--- src/rtl/ioctl_sender.sv ---
// Simulation-side MiSTer ioctl transmitter: streams download bytes from a source
// onto the ioctl bus and reads upload bytes back from the core into a sink.
module ioctl_sender #(
   parameter int SETUP  = 2,
   parameter int WR_GAP = 4,
   parameter int HOLD   = 2,
   parameter int RD_LAT = 2
) (
   input  logic        clk_sys,
   input  logic        reset_n,
   input  logic        start,
   input  logic        dir,
   input  logic [7:0]  index,
   input  logic [24:0] length,
   output logic        busy,
   output logic        done,
   output logic        src_req,
   input  logic        src_valid,
   input  logic [7:0]  src_data,
   output logic        snk_valid,
   output logic [24:0] snk_addr,
   output logic [7:0]  snk_data,
   output logic        ioctl_download,
   output logic        ioctl_upload,
   output logic [7:0]  ioctl_index,
   output logic        ioctl_wr,
   output logic [24:0] ioctl_addr,
   output logic [7:0]  ioctl_dout,
   input  logic        ioctl_wait,
   input  logic [7:0]  ioctl_din
);

   localparam logic [2:0] S_IDLE  = 3'd0;
   localparam logic [2:0] S_SETUP = 3'd1;
   localparam logic [2:0] S_FETCH = 3'd2;
   localparam logic [2:0] S_WRITE = 3'd3;
   localparam logic [2:0] S_GAP   = 3'd4;
   localparam logic [2:0] S_READ  = 3'd5;
   localparam logic [2:0] S_HOLD  = 3'd6;
   localparam logic [2:0] S_END   = 3'd7;

   // GAP includes the ioctl_wr cycle itself, so it terminates at WR_GAP rather than WR_GAP-1.
   localparam logic [7:0] SETUP_LAST = 8'(SETUP - 1);
   localparam logic [7:0] GAP_LAST   = 8'(WR_GAP);
   localparam logic [7:0] HOLD_LAST  = 8'(HOLD - 1);
   localparam logic [7:0] RD_LAST    = 8'(RD_LAT);

   logic [2:0]  state;
   logic [7:0]  cnt;
   logic [24:0] remaining;
   logic        up;

   always_ff @(posedge clk_sys or negedge reset_n) begin
      if (!reset_n) begin
         state          <= S_IDLE;
         cnt            <= '0;
         remaining      <= '0;
         up             <= 1'b0;
         busy           <= 1'b0;
         done           <= 1'b0;
         src_req        <= 1'b0;
         snk_valid      <= 1'b0;
         snk_addr       <= '0;
         snk_data       <= '0;
         ioctl_download <= 1'b0;
         ioctl_upload   <= 1'b0;
         ioctl_index    <= '0;
         ioctl_wr       <= 1'b0;
         ioctl_addr     <= '0;
         ioctl_dout     <= '0;
      end else begin
         done      <= 1'b0;
         ioctl_wr  <= 1'b0;
         snk_valid <= 1'b0;
         case (state)
            S_IDLE: begin
               if (start) begin
                  up             <= dir;
                  remaining      <= length;
                  ioctl_addr     <= '0;
                  ioctl_download <= ~dir;
                  ioctl_upload   <= dir;
                  ioctl_index    <= index;
                  busy           <= 1'b1;
                  cnt            <= '0;
                  state          <= S_SETUP;
               end
            end
            S_SETUP: begin
               if (cnt == SETUP_LAST) begin
                  cnt <= '0;
                  if (remaining == 25'd0) begin
                     state <= S_HOLD;
                  end else if (up) begin
                     state <= S_READ;
                  end else begin
                     state   <= S_FETCH;
                     src_req <= 1'b1;
                  end
               end else begin
                  cnt <= cnt + 8'd1;
               end
            end
            S_FETCH: begin
               if (src_valid) begin
                  ioctl_dout <= src_data;
                  src_req    <= 1'b0;
                  state      <= S_WRITE;
               end
            end
            S_WRITE: begin
               if (!ioctl_wait) begin
                  ioctl_wr <= 1'b1;
                  cnt      <= '0;
                  state    <= S_GAP;
               end
            end
            S_GAP: begin
               if (cnt == GAP_LAST) begin
                  cnt        <= '0;
                  ioctl_addr <= ioctl_addr + 25'd1;
                  remaining  <= remaining - 25'd1;
                  if (remaining == 25'd1) begin
                     state <= S_HOLD;
                  end else begin
                     state   <= S_FETCH;
                     src_req <= 1'b1;
                  end
               end else begin
                  cnt <= cnt + 8'd1;
               end
            end
            S_READ: begin
               // Let the core's read pipeline settle before honouring its stall request.
               if (cnt != RD_LAST) begin
                  cnt <= cnt + 8'd1;
               end else if (!ioctl_wait) begin
                  snk_valid  <= 1'b1;
                  snk_addr   <= ioctl_addr;
                  snk_data   <= ioctl_din;
                  cnt        <= '0;
                  ioctl_addr <= ioctl_addr + 25'd1;
                  remaining  <= remaining - 25'd1;
                  if (remaining == 25'd1) begin
                     state <= S_HOLD;
                  end
               end
            end
            S_HOLD: begin
               if (cnt == HOLD_LAST) begin
                  cnt            <= '0;
                  ioctl_download <= 1'b0;
                  ioctl_upload   <= 1'b0;
                  ioctl_index    <= '0;
                  state          <= S_END;
               end else begin
                  cnt <= cnt + 8'd1;
               end
            end
            S_END: begin
               done  <= 1'b1;
               busy  <= 1'b0;
               state <= S_IDLE;
            end
            default: state <= S_IDLE;
         endcase
      end
   end

endmodule

--- config.mk ---
export PLATFORM = sky130hd
export DESIGN_NAME = ioctl_sender
export DESIGN_NICKNAME = d
export VERILOG_FILES = /design/src/rtl/ioctl_sender.sv
export SDC_FILE = /design/constraint.sdc
export NUM_CORES = 1
export LEC_CHECK = 0
export ABC_AREA = 1
export CAP_MARGIN = 20
export CORE_MARGIN = 3
export CORE_UTILIZATION = 35
export DETAILED_ROUTE_END_ITERATION = 8
export HOLD_SLACK_MARGIN = 0.03
export SLEW_MARGIN = 10
export SYNTH_ARGS = -nofsm -noshare
export SYNTH_HDL_FRONTEND = slang
export SYNTH_SLANG_ARGS = --single-unit
--- constraint.sdc ---
create_clock -name clk_sys -period 4.1 [get_ports clk_sys]
set_input_delay 0.82 -clock clk_sys [delete_from_list [all_inputs] [get_ports clk_sys]]
set_output_delay 0.82 -clock clk_sys [all_outputs]
set_load 0.02 [all_outputs]
# == Word level (Yosys, flattened, before mapping) ==
# Index checks and enable logic that the tools add are counted.
# classes
n_addsub,3
eq_ne,23
muxes,51
bitwise,3
reduce_logical,17
# op_table
cell,n
$mux 25,8
$pmux 25 s3,2
$mux 8,7
$pmux 8 s5,1
$mux 3,12
$add 25x1->25 const B,1
$eq 25x1->1 const B,1
$logic_not 25->1,1
$sub 25x1->25 const B,1
$ne 2x2->1 const B,12
$pmux 3 s8,1
$pmux 8 s2,1
$mux 1,15
$eq 3x3->1 const B,4
$reduce_and 9->1,1
$add 8x1->8 const B,1
$eq 8x1->1 const B,1
$eq 8x3->1 const B,1
$ne 8x2->1 const B,1
$reduce_and 2->1,4
$reduce_and 7->1,1
$eq 3x2->1 const B,2
$pmux 1 s2,3
$reduce_and 3->1,2
other kinds (9),13
# totals
register_bits,118
inputBits,55
output_inout_bits,81

# == Logic depth before layout (Yosys ltp) ==
# logic_depth
word_depth,5
depth_mapped,12
depth_no_buf,12

# == Worst setup path before layout ==
# Ideal clock, no wire load.
# synth_path
path_kind,input -> register
startpoint,input port ioctl_wait
endpoint,register ioctl_addr[20]
t_arrival_ps,1693
required_ps,3978
slack_ps,2286
cell_stages,8
path_buffers,3
cell_sequence,clkbuf_1 -> nand2_2 -> nand2_4 -> nor2_8 -> buf_6 -> buf_6 -> nand4_1 -> o21ai_1
# synth_between
elab_chain_cells,2
# synth_rtl
element,line,text
"start, declared",29,"input logic ioctl_wait,"
$ne 2x2->1 (no line),-,
$reduce_and 5->1 (no line),-,
"end signal, assigned",121,ioctl_addr <= ioctl_addr + 25'd1;
"end signal, assigned",142,ioctl_addr <= ioctl_addr + 25'd1;
"end, declared",27,"output logic [24:0] ioctl_addr,"
# Every way passes these cells.
# A chain may end at the register's enable or synchronous reset.

# == Worst setup path in the final report ==
# layout_path
startpoint,register ioctl_addr[0]
endpoint,output port ioctl_addr[0]
# No word-level cell between the ends.

==> impl_table.tex <==
\begin{tabular}{lr}
\hline
Metric & Value \\
\hline
\multicolumn{2}{l}{\textbf{Logic synthesis}} \\
Post-Synth Adder-Cell Area & under 10\% \\
Share of the synthesized area in compound gates (AO/OA/AOI/OAI) & 10.30\% \\
Unique cell type count in the Yosys netlist & 40 \\
Combinational family with the most area after synthesis & simple AND/OR/NAND/NOR gates \\
Post-synthesis xor/xnor area fraction & 1.584\% \\
Cell type with the largest total area after synthesis & sky130\_fd\_sc\_hd\_\_dfrtp\_1 \\
Cells taking the most area after synthesis & sky130\_fd\_sc\_hd\_\_dfrtp\_1, sky130\_fd\_sc\_hd\_\_nand2\_1, sky130\_fd\_sc\_hd\_\_o21ai\_0, sky130\_fd\_sc\_hd\_\_nor2\_1, sky130\_fd\_sc\_hd\_\_nand3\_1 \\
Sequential fraction of the synthesis area & between 40\% and 50\% \\
Instance count of the mapped netlist & 897 \\
Average cell area after synthesis & $\sim$7.4 um\^{}2 \\
Net count after synthesis & about 960 \\
Area of the mapped netlist & 6635 um\^{}2 \\
Warning count from the yosys run & 0 \\
Fraction of the mapped netlist area in simple logic gates & 33.79\% \\
Mux contribution to synthesized area & $\sim$1.4\% \\
Flip-flop and latch count after synthesis & roughly 120 \\
Area share of the largest cell type after synthesis & 44.50\% \\
\multicolumn{2}{l}{\textbf{Layout}} \\
Filler instances & around 1.9k \\
Ant. Diodes & 0 \\
Share of the core filled with cells in the final layout & 47.79\% \\
Fin nets & around 1.1k \\
Layout cells sized above 1 & roughly 7.7\% \\
Synth-to-Final Area Change & 31.60\% \\
\multicolumn{2}{l}{\textbf{Setup path}} \\
Crit path largest cell delay & 700 ps \\
Critical register-to-register path endpoint & remaining[12] \\
Arr. time, crit path & around 1800 ps \\
Logic depth of the worst register-to-register path & 9 \\
Required time worst endpoint & $\sim$3300 ps \\
Setup slack of the most critical reg-to-reg path & between 1500 and 2000 ps \\
Crit Path Category & register to output port \\
Kind of end point of the critical path & output port \\
Critical Path Slowest Stage Cell & sky130\_fd\_sc\_hd\_\_clkdlybuf4s50\_1 \\
Reg-to-Reg Start & cnt[0] \\
Type of element launching the critical path & register \\
Largest fanout of any net on the critical path & 9 \\
Number of buffers and inverters on the critical path & 1 \\
Sequence of cells on the critical path & clkdlybuf4s50\_1 \\
Cell family with most CP delay & buffers and inverters \\
\multicolumn{2}{l}{\textbf{Timing}} \\
Hold violation count in the final report & 0 \\
Hold WS & between 400 and 500 ps \\
Post-route fraction of the period consumed by the critical path & a little over three fifths \\
Number of setup violations in the final report & 0 \\
Minimum clock period & 2583 ps \\
Maximum clock frequency & between 300 and 400 MHz \\
Post-layout worst setup margin & between 1500 and 2000 ps \\
Worst slew pin tran & 985.5 ps \\
Sum of negative setup slack & 0 ps \\
Pins over their slew limit & 0 \\
RSZ-0062 raised after global routing & false \\
Max-slew headroom at the worst pin & between 30 and 40\% \\
Clock Skew & approximately 9 ps \\
\multicolumn{2}{l}{\textbf{Placement}} \\
Worst setup slack after placement & $\sim$1100 ps \\
HPWL after detailed placement & 13800 um \\
Routability cong. & between 0.8 and 0.9 \\
Number of buffers inserted by port buffering & 135 \\
\multicolumn{2}{l}{\textbf{Route}} \\
Drt wl/cell & 14.93 um \\
Number of detailed-routing iterations run before antenna repair & 5 \\
Overall via count from detail\_route & 6345 \\
Initial detailed-routing violation count & just over 400 \\
Final routed DRC violation total & 0 \\
Routed length on met3 & 1214 um \\
Top routing layer used & met4 \\
Total detailed-routing wirelength & roughly 19000 um \\
Wire length on met2 & between 8000 and 9000 um \\
Via-per-instance ratio & $\sim$5 \\
Wl on met1 & between 8000 and 9000 um \\
Residual antenna-violating net count after detailed routing & 0 \\
\multicolumn{2}{l}{\textbf{Clock tree}} \\
Root buffer cell & sky130\_fd\_sc\_hd\_\_clkbuf\_16 \\
Deepest clock path buffer count & 2 \\
Clock transition at the registers of the reported paths & $\sim$60 ps \\
Clock tree from TritonCTS & built \\
Total clock buffers created by CTS & 17 \\
Number of clock sinks seen by CTS & between 100 and 150 \\
Gates resized, CTS repair & 0 \\
Clock latency reported for the late side of the worst-skew pair & approximately 420 ps \\
Post-CTS setup repair buffer count & 0 \\
Hold bufs inserted after CTS & 0 \\
CTS HTree Levels & 4 \\
\multicolumn{2}{l}{\textbf{Floorplanning}} \\
Initial core utilization & a little over a third \\
Total Die Area & 20650 um\^{}2 \\
Die width & around 140 um \\
Num ports & between 100 and 150 \\
Core region area & roughly 18000 um\^{}2 \\
Row Count & 49 \\
Die span in y & 143.7 um \\
\multicolumn{2}{l}{\textbf{Global route}} \\
Vias in the first global route & approximately 6.1k \\
Final global-route overflow total & 0 \\
Pin count of the biggest net entering global routing & 71 \\
All-layer global routing usage & between 10\% and 20\% \\
Wire length of the first global-routing pass & 31050 um \\
Initial antenna violation count & 0 \\
\multicolumn{2}{l}{\textbf{Power}} \\
VDD IR max & between 300 and 400 uV \\
Total Power & $\sim$0.0055 W \\
Total power divided by cell area & approximately 630 nW/um\^{}2 \\
Leakage & roughly 3.8 nW \\
\multicolumn{2}{l}{\textbf{Outcome}} \\
Outcome & finished, final reports clean \\
\multicolumn{2}{l}{\textbf{Min path}} \\
Worst Hold Class & register to register \\
Startpoint of the tightest hold check path & snk\_data[3] \\
Hold Path Cell Cnt & 2 \\
Terminating pin of the worst hold path & snk\_data[3] \\
\multicolumn{2}{l}{\textbf{Flow run}} \\
Number of violations of the max-capacitance limit & 0 \\
\hline
\end{tabular}
==> sequential cells by signal, indices dropped and copies added, names as in the netlist, 3 cells and up <==
register / count
cnt: 8
snk_addr: 25
snk_data: 8
ioctl_dout: 8
ioctl_addr: 25
remaining: 25
state: 3
ioctl_index: 8
==> layout make-up <==
| class | instances | area (um^2) | area share (%) |
|---|---|---|---|
| multi-input cells | 667 | 3213 | 36.80 |
| flip-flops and latches | 118 | 2953 | 33.82 |
| repair buffers | 140 | 1399 | 16.02 |
| clock buffers | 18 | 439.2 | 5.029 |
| inverters | 85 | 319.1 | 3.654 |
| well taps | 229 | 286.5 | 3.281 |
| clock inverters | 13 | 122.6 | 1.404 |
==> synth_stat cells <==
cell type                    n
sky130_fd_sc_hd__nand3_1    74
sky130_fd_sc_hd__nand3b_1    4
sky130_fd_sc_hd__nand2_4     2
sky130_fd_sc_hd__buf_4       4
sky130_fd_sc_hd__o21ai_4     1
sky130_fd_sc_hd__xnor2_1     2
sky130_fd_sc_hd__nand4_1    23
sky130_fd_sc_hd__nor2_2      4
sky130_fd_sc_hd__nor2_8      1
sky130_fd_sc_hd__dfrtp_1   118
sky130_fd_sc_hd__mux2_2      8
sky130_fd_sc_hd__nor3_1      9
sky130_fd_sc_hd__nand2_2     2
sky130_fd_sc_hd__o21bai_1    2
sky130_fd_sc_hd__a21oi_1     6
sky130_fd_sc_hd__and3_1      1
sky130_fd_sc_hd__nand3_4     1
sky130_fd_sc_hd__o21ai_1    15
sky130_fd_sc_hd__clkbuf_1   12
sky130_fd_sc_hd__o21a_1      2
sky130_fd_sc_hd__or2_4       1
sky130_fd_sc_hd__o31ai_2     1
sky130_fd_sc_hd__nand4_2     1
sky130_fd_sc_hd__and2_1      2
sky130_fd_sc_hd__o21ai_0    81
sky130_fd_sc_hd__inv_2       7
sky130_fd_sc_hd__nand3_2     3
sky130_fd_sc_hd__o22ai_1     2
sky130_fd_sc_hd__buf_2       7
sky130_fd_sc_hd__ha_1        7
sky130_fd_sc_hd__xor2_1     10
sky130_fd_sc_hd__inv_1      78
sky130_fd_sc_hd__nor2_1    100
sky130_fd_sc_hd__o21ai_2     3
sky130_fd_sc_hd__o31ai_1     4
sky130_fd_sc_hd__nand2_1   281
sky130_fd_sc_hd__o211ai_1    6
sky130_fd_sc_hd__buf_6       4
sky130_fd_sc_hd__nor2_4      1
sky130_fd_sc_hd__or2_2       7
==> cells by family after synthesis <==
kind of cell | after synthesis
AND/OR/NAND/NOR | 517
AO/OA/AOI/OAI | 123
flip-flops | 118
buffers and inverters | 112
XOR/XNOR | 12
multiplexers | 8
adder cells (fa/ha/maj) | 7
==> worst max-delay path by stage <==
stage | start | end | slack, ps | depth (start not counted)
floorplan | ioctl_wait | ioctl_addr[20] | 2290 | 8
global placement | ioctl_wait | remaining[12] | 1150 | 7
detailed placement | ioctl_wait | remaining[12] | 1110 | 7
CTS | ioctl_addr[0] | ioctl_addr[0] | 1520 | 1
global route | cnt[0] | ioctl_addr[23] | 1280 | 9
finish | ioctl_addr[0] | ioctl_addr[0] | 1520 | 1
==> report_power, final <==
part / switching [W] / internal (W) / leakage (nW)
logic: 0.00146 / 0.000853 / 2.01
registers: 0.000289 / 0.00148 / 1.56
clock network: 0.000571 / 0.000851 / 0.266
total: 0.00232 / 0.00319 / 3.83
==> metrics by stage <==
step                      std cells  instance area, um^2
after detailed placement       1239                 8170
after global placement         1239                 8170
after floorplan                 897                 6635
final                          1270                 8732
after CTS                      1270                 8732
after global routing           1270                 8732
==> cell usage in the layout (no fill, tap or decap), drive strengths merged, types with 7 or more instances in the layout <==
cell type      Yosys  final
mux2               8      8
clkbuf            12     18
xor2              10     10
nand4             24     24
nand3             78     78
nor2             106    106
clkdlybuf4s50      0    134
or2                8      8
nor3               9      9
nand2            285    285
ha                 7      7
o21ai            100    100
inv               85     89
dfrtp            118    118
==> layer usage <==
metal	up-vias	track usage (%)
li1	3175	-
met1	2966	25.85
met2	187	30.03
met3	17	4.759
met4	0	4.262
met5	-	0
==> worst reg2reg max path, delay by kind of cell (launching register included) <==
kind                     cells  cell delay (ps)
AND/OR/NAND/NOR              4              820
buffers and inverters        2              550
flip-flops                   1              450
AO/OA/AOI/OAI                2              450
adder cells (fa/ha/maj)      1              180
Power figures use the tool's default switching activity.
